File: src/rtl/pcpo_acc_bcd.sv
`default_nettype none
// ============================================================================
// Module      : pcpo_acc_bcd
// Description : Accumulates popcount results on pronto rising edges. Converts
//               the saturating total to 5 BCD digits with a sequential
//               double-dabble FSM. Optional macro SEG7_EN adds a registered
//               5-digit active-low 7-segment output.
// Revision    : 1.0
// ============================================================================
module pcpo_acc_bcd #(
  parameter int TOT_W = 16,
  parameter int CNT_W = 8
) (
  input  logic             clk,
  input  logic             reset,
  input  logic [4:0]       resultado,
  input  logic             pronto,
  input  logic             clear,
  output logic [TOT_W-1:0] total,
  output logic [CNT_W-1:0] amostras,
  output logic             sat,
  output logic [19:0]      bcd,
  output logic             bcd_valid
`ifdef SEG7_EN
  ,
  output logic [34:0]      seg
`endif
);

  localparam int              c_CNT_B     = $clog2(TOT_W);
  localparam logic [c_CNT_B-1:0] c_SHIFT_LAST = c_CNT_B'(TOT_W - 1);

  typedef enum logic [1:0] {
    S_IDLE  = 2'd0,
    S_LOAD  = 2'd1,
    S_SHIFT = 2'd2,
    S_DONE  = 2'd3
  } state_t;

  state_t              r_state;
  state_t              w_state_nxt;
  logic                r_pronto_d;
  logic                r_pend;
  logic [TOT_W-1:0]    r_total;
  logic [CNT_W-1:0]    r_amostras;
  logic                r_sat;
  logic [TOT_W-1:0]    r_bin;
  logic [19:0]         r_scratch;
  logic [c_CNT_B-1:0]  r_cnt;
  logic [19:0]         r_bcd;
  logic                r_bcd_valid;
  logic                w_cap;
  logic                w_consume;
  logic [TOT_W:0]      w_sum;
  logic [19:0]         w_adj;

  assign w_cap     = pronto & ~r_pronto_d;
  assign w_sum     = {1'b0, r_total} + {{(TOT_W-4){1'b0}}, resultado};
  // IDLE picks up a pending request; LOAD then samples the freshest total.
  assign w_consume = (r_state == S_IDLE) && r_pend;

  always_comb begin
    w_adj = r_scratch;
    for (int i = 0; i < 5; i++) begin
      if (r_scratch[i*4 +: 4] >= 4'd5) begin
        w_adj[i*4 +: 4] = r_scratch[i*4 +: 4] + 4'd3;
      end
    end
  end

  // Pronto history starts high so a level already present at reset is ignored.
  always_ff @(posedge clk or posedge reset) begin
    if (reset) begin
      r_pronto_d <= 1'b1;
    end else begin
      r_pronto_d <= pronto;
    end
  end

  always_ff @(posedge clk or posedge reset) begin
    if (reset) begin
      r_state <= S_IDLE;
    end else begin
      r_state <= w_state_nxt;
    end
  end

  always_comb begin
    w_state_nxt = r_state;
    case (r_state)
      S_IDLE:  if (r_pend) w_state_nxt = S_LOAD;
      S_LOAD:  w_state_nxt = S_SHIFT;
      S_SHIFT: if (r_cnt == c_SHIFT_LAST) w_state_nxt = S_DONE;
      S_DONE:  w_state_nxt = S_IDLE;
      default: w_state_nxt = S_IDLE;
    endcase
    if (clear) begin
      w_state_nxt = S_IDLE;
    end
  end

  always_ff @(posedge clk or posedge reset) begin
    if (reset) begin
      r_total     <= '0;
      r_amostras  <= '0;
      r_sat       <= 1'b0;
      r_pend      <= 1'b0;
      r_bin       <= '0;
      r_scratch   <= '0;
      r_cnt       <= '0;
      r_bcd       <= '0;
      r_bcd_valid <= 1'b1;
    end else if (clear) begin
      r_total     <= '0;
      r_amostras  <= '0;
      r_sat       <= 1'b0;
      r_pend      <= 1'b0;
      r_bcd       <= '0;
      r_bcd_valid <= 1'b1;
    end else begin
      case (r_state)
        S_LOAD: begin
          r_bin     <= r_total;
          r_scratch <= '0;
          r_cnt     <= '0;
        end
        S_SHIFT: begin
          {r_scratch, r_bin} <= {w_adj[18:0], r_bin, 1'b0};
          r_cnt              <= r_cnt + 1'b1;
        end
        S_DONE: begin
          r_bcd       <= r_scratch;
          r_bcd_valid <= ~r_pend;
        end
        default: ;
      endcase

      if (w_consume) begin
        r_pend <= 1'b0;
      end

      if (w_cap) begin
        r_total     <= w_sum[TOT_W] ? {TOT_W{1'b1}} : w_sum[TOT_W-1:0];
        r_sat       <= r_sat | w_sum[TOT_W];
        r_bcd_valid <= 1'b0;
        if (r_amostras != {CNT_W{1'b1}}) begin
          r_amostras <= r_amostras + 1'b1;
        end
        if (!w_consume) begin
          r_pend <= 1'b1;
        end
      end
    end
  end

  assign total     = r_total;
  assign amostras  = r_amostras;
  assign sat       = r_sat;
  assign bcd       = r_bcd;
  assign bcd_valid = r_bcd_valid;

`ifdef SEG7_EN
  function automatic logic [6:0] f_seg7(input logic [3:0] d);
    logic [6:0] v;
    case (d)
      4'd0:    v = 7'h40;
      4'd1:    v = 7'h79;
      4'd2:    v = 7'h24;
      4'd3:    v = 7'h30;
      4'd4:    v = 7'h19;
      4'd5:    v = 7'h12;
      4'd6:    v = 7'h02;
      4'd7:    v = 7'h78;
      4'd8:    v = 7'h00;
      4'd9:    v = 7'h10;
      default: v = 7'h7F;
    endcase
    return v;
  endfunction

  logic [34:0] w_seg;
  logic [34:0] r_seg;

  for (genvar gi = 0; gi < 5; gi++) begin : g_seg
    assign w_seg[gi*7 +: 7] = f_seg7(r_bcd[gi*4 +: 4]);
  end

  always_ff @(posedge clk or posedge reset) begin
    if (reset) begin
      r_seg <= {5{7'h40}};
    end else begin
      r_seg <= w_seg;
    end
  end

  assign seg = r_seg;
`endif

endmodule
`default_nettype wire
File: config.mk
export PLATFORM = sky130hd
export DESIGN_NAME = pcpo_acc_bcd
export DESIGN_NICKNAME = d
export VERILOG_FILES = /design/src/rtl/pcpo_acc_bcd.sv
export SDC_FILE = /design/constraint.sdc
export NUM_CORES = 1
export LEC_CHECK = 0
export CAP_MARGIN = 25
export CORE_ASPECT_RATIO = 0.75
export CORE_UTILIZATION = 51
export CTS_CLUSTER_SIZE = 25
export DETAILED_ROUTE_END_ITERATION = 8
export PLACE_DENSITY = 0.77
export SYNTH_ARGS = -nofsm -noshare
export SYNTH_HDL_FRONTEND = slang
export SYNTH_SLANG_ARGS = --single-unit
export TNS_END_PERCENT = 100
File: constraint.sdc
create_clock -name clk -period 2.6 [get_ports clk]
set_input_delay 0.26 -clock clk [delete_from_list [all_inputs] [get_ports clk]]
set_output_delay 0.26 -clock clk [all_outputs]
set_load 0.01 [all_outputs]
Yosys cells after proc, flatten, opt, wreduce, memory -nomap -nowiden

Index checks and enable logic that the tools add are counted.

Reductions and logical operators: 10
Multiplexer cells: 29
Add/sub/neg operators: 8
Shifts and indexed selects: 0
Div/mod/pow operators: 0
Order comparisons: 5
$mul: 0
Eq/ne operators: 7
Bitwise logic cells: 5

Operator list:

| cell                                                              | number |
|---|---|
| two-way mux 16 bit                                                | 3 |
| two-way mux 20 bit                                                | 2 |
| case mux 20 bit (2 select lines)                                  | 1 |
| case mux 16 bit (2 select lines)                                  | 1 |
| two-way mux 8 bit                                                 | 3 |
| greater-or-equal comparator 4 x 3 -> 1 bit, second input constant | 5 |
| adder 16 x 5 -> 17 bit                                            | 1 |
| adder 4 x 2 -> 4 bit, second input constant                       | 4 |
| two-way mux 4 bit                                                 | 4 |
| two-way mux 1 bit                                                 | 9 |
| adder 8 x 1 -> 8 bit, second input constant                       | 1 |
| inequality test 8 bit, second input constant                      | 1 |
| case mux 2 bit (4 select lines)                                   | 1 |
| case mux 4 bit (2 select lines)                                   | 1 |
| nonzero test 2 bit                                                | 4 |
| two-way mux 2 bit                                                 | 3 |
| inequality test 3 bit, second input constant                      | 2 |
| AND reduction 2 bit                                               | 3 |
| adder 4 x 1 -> 4 bit, second input constant                       | 1 |
| equality test 2 bit, second input constant                        | 2 |
| equality test 4 bit, second input constant                        | 1 |
| adder 3 x 2 -> 3 bit, second input constant                       | 1 |
| two-way mux 3 bit                                                 | 1 |
| NOT 1 bit                                                         | 3 |
| other kinds (6)                                                   | 6 |

Input bits: 9
Bits in writable memories: 0
Memories: 0
Flip-flop bits (word level): 90
Bits in read-only memories: 0
Bits in latches: 0
Logic and storage cells: 75
Output and inout port bits: 46

Depth between registers and ports, before layout

Word-level depth: 6
Mapped depth: 7
Mapped depth without buffers: 6

Least setup slack after synthesis

OpenSTA, ideal clock, no wires.

Path kind: register to register
Start: register r_total[0] (netlist: total[0])
End: register r_total[6] (netlist: total[6])
Setup slack: 515 ps
Data required time: 2506 ps
Period minus slack after synthesis: 2085 ps
Cell stages (with the launch flop): 8
Setup time: 94 ps
Arrival: 1991 ps
Path buffers: 1
Cell sequence: dfrtp_1 > ha_1 > fa_1 > a211oi_1 > o21bai_1 > buf_2 > a21o_1 > a211oi_1

Cells in the longest elaborated chain, start to end: 4

Ends and longest elaborated chain:

| what                   | line | text |
|---|---|---|
| start, declared        | 44   | `logic [TOT_W-1:0] r_total;` |
| start signal, assigned | 143  | `r_total <= w_sum[TOT_W] ? {TOT_W{1'b1}} : w_sum[TOT_W-1:0];` |
| adder 16 x 5 -> 17 bit | 58   | `assign w_sum = {1'b0, r_total} + {{(TOT_W-4){1'b0}}, resultado};` |
| two-way mux 16 bit     | 143  |  |
| two-way mux 16 bit     | 142  | `if (w_cap) begin` |
| two-way mux 16 bit     | 113  | `end else if (clear) begin` |

No other way between the ends. The select of a mux whose other input is x is not followed.
A chain may end at the register's enable or synchronous reset.

Worst setup path in the final report

Start: register r_total[0] (netlist: total[0])
End: register r_total[9] (netlist: total[9])

The elaborated chain is that of the path after synthesis.

==> flow_metrics.py <==
metrics = {
    "clocking": {
        "cts_buffers": 9,
        "insertion_delay_ns": 0.34,
        "cts_hold_buf": 0,
        "cts_tree": "built",
        "cts_max_level": 3,
        "cts_root_buffer": "clkbuf_16",
        "postCtsSetupBuffers": 0,
        "cts_sinks": 90,
        "clockBufferDepth": 2,
        "ctsResizeCount": 0,
        "clk_pin_slew_worst_paths_ns": 0.06,
    },
    "timing": {
        "min_period_ns": 2.31,
        "setup_ws_ns": 0.288,
        "fin_tns_setup_ns": 0,
        "max_slew.worst_pin.slew_ns": 0.616,
        "fin_worst_skew_ns": 0.00393,
        "rsz0062_at_grt": "no",
        "final-max-slew-violation-count": 0,
        "timing.final.crit_share_pct": 88.9,
        "clock.fmax_mhz": 433,
        "slew_headroom_pct": 58.8,
        "hold_viol": 0,
        "setup_viol": 0,
    },
    "route": {
        "drtPass1Iterations": 5,
        "drcViolationCount": 0,
        "vias": 3580,
        "drt_iter0_markers": 253,
        "wirelength_mm": 9.97,
        "viasPerCell": 5.78,
        "wl_per_cell_microns": 16.1,
        "ant_nets": 0,
    },
    "grt": {
        "first_global_vias": 3491,
        "grt_pass1_wl_mm": 17.3,
        "grt_overflow": 0,
        "grt_use_total_pct": 23.2,
        "antenna_found_initial": 0,
        "grt_max_degree": 35,
    },
    "floorplan": {
        "fp-row-count": 29,
        "dieArea_sq_um": 9530,
        "core_area_sq_um": 8670,
        "die_x_microns": 112,
        "pin_count": 55,
        "die_h_microns": 84.8,
        "start_util_pct": 53.7,
    },
    "logic_synthesis": {
        "yosys_warnings": 0,
        "syn_avg_cell_area_sq_um": 10.3,
        "netlist_area_sq_um": 4660,
        "synth-seq-cells": 90,
        "syn_nets": 484,
        "synth-main-ff-cell": "dfrtp_1",
        "synth_edf_count": 0,
        "syn_inst": 453,
        "async_flop_share_pct": 100,
        "synthDistinctLibCells": 55,
        "seq_area_frac_synth_pct": 48.4,
    },
    "run": {
        "drv_cap": 0,
    },
    "critical_path": {
        "crit_type": "reg2reg",
        "cp_data_arrival_time_ns": 2.50,
        "cp_data_required_time_ns": 2.79,
        "worstSetupEndpointType": "flip-flop",
        "critPathLaunchType": "flip-flop",
        "path_max_fanout": 11,
    },
    "cells_and_area": {
        "antenna_cells": 0,
        "nets": 537,
        "final_common_cell": "dfrtp_1",
        "drive_gt1_share_pct": 8.02,
        "stdcell_count": 619,
        "utilization_pct": 64.6,
        "synthToLayoutAreaGrowth_pct": 20.1,
        "final_cell_mix": "dfrtp_1 (88), clkdlybuf4s50_1 (53), nand2_1 (45)",
    },
    "power_and_ir_drop": {
        "power.leakage_uw": 0.00236,
        "seq_power_share_pct": 44.6,
        "powerDensity_nw_per_um2": 633,
        "comb_power_share_pct": 19.6,
        "switching_share_pct": 28.7,
        "peakVddDrop_mv": 0.366,
        "pwr-share-clk_pct": 35.8,
        "p_sw_uw": 1020,
        "intPower_uw": 2530,
        "p_total_uw": 3540,
    },
    "place": {
        "gp_congestion": 0.880,
        "place_ws_ns": 0.0245,
        "place_hpwl_mm": 6.90,
        "dp.cells": 603,
        "io_buffers": 54,
    },
    "run_status": {
        "status": "finished clean",
    },
    "min_path": {
        "hp-class": "in2async",
    },
}
metal layers:
metal  part of all wire [%]  up-vias  track usage (%)
met5                      0        -                0
met4                   0.72        0             5.33
met3                    5.1        7             6.14
met2                     44      109             36.1
met1                     50     1739             32.6
li1                       -     1725                -
final cells by class:
| class | instances | area, sq um |
|---|---|---|
| fill | 722 | 3070 |
| sequential | 90 | 2250 |
| multi-input combinational | 323 | 2210 |
| inverter | 17 | 65.1 |
| tap | 108 | 135 |
| timing repair buffer | 65 | 643 |
| clock buffer | 13 | 250 |
| clock inverter | 3 | 40.0 |
power by group through the flow:
| stage | registers (uW) | logic [uW] | clock network (uW) |
|---|---|---|---|
| floorplan | 1590 | 512 | 0 |
| global placement | 1600 | 663 | 0 |
| detailed placement | 1600 | 686 | 0 |
| CTS | 1580 | 694 | 1300 |
| global route | 1590 | 778 | 1350 |
| finish | 1580 | 693 | 1270 |
metrics by stage:
step | hold slack, ns | instance area [sq um]
6_report | 0.283 | 5600
5_1_grt | 0.299 | 5600
4_1_cts | 0.296 | 5600
3_5_place_dp | 0.474 | 5310
3_3_place_gp | 0.461 | 5310
2_1_floorplan | 0.264 | 4660
critical path, cell delays in order (launching register included):
cell	delay, ns
dfrtp_1	0.42
ha_1	0.24
fa_1	0.43
a211oi_1	0.34
o21bai_1	0.21
nand3_1	0.35
a311oi_1	0.18
worst paths after layout:
path                       slack [ns]         to      start  depth (start not counted)
max reg2reg                      0.29   total[9]   total[0]                          6
max                              0.29   total[9]   total[0]                          6
min                              0.28     bcd[4]      reset                          2
min in group clk                 0.31    bcd[18]      clear                          2
max in group asynchronous        1.68  bcd_valid      reset                          3
min reg2reg                      0.48  r_bin[13]  r_bin[13]                          2
registers in the layout (all words and copies together), names as in the netlist:
register,cells
bcd_valid,1
r_scratch,20
sat,1
amostras,8
r_bin,16
r_pronto_d,1
total,16
r_cnt,4
r_state,2
r_pend,1
bcd,20
cell families after synthesis:
group / count (synthesis) / share of synthesized area, %
XOR/XNOR: 11 / 2.07
AO/OA/AOI/OAI: 116 / 16.2
adder cells (fa/ha/maj): 22 / 6.07
multiplexers: 45 / 9.83
flip-flops: 90 / 48.4
buffers and inverters: 40 / 4.19
AND/OR/NAND/NOR: 129 / 13.3
cells in the mapped netlist, types with 4 or more instances:
cell type	n	area (sq um)
nand3_1	9	45.0
or4_1	4	30.0
a41oi_1	4	35.0
o22ai_1	7	43.8
a31oi_1	5	31.3
o31ai_1	5	37.5
inv_1	17	63.8
nor3_1	4	20.0
clkbuf_1	12	45.0
a311oi_1	5	43.8
and3_1	4	25.0
a211oi_1	5	37.5
xnor2_1	8	70.1
a21oi_1	21	105
mux2_2	6	67.6
ha_1	21	263
a21o_1	6	45.0
nand2b_1	7	43.8
nor2_1	40	150
o21ai_0	40	200
nand2_1	45	169
dfrtp_1	88	2200
mux2i_1	39	390
buf_2	6	30.0
No activity file was read; power rests on OpenSTA's default activity.
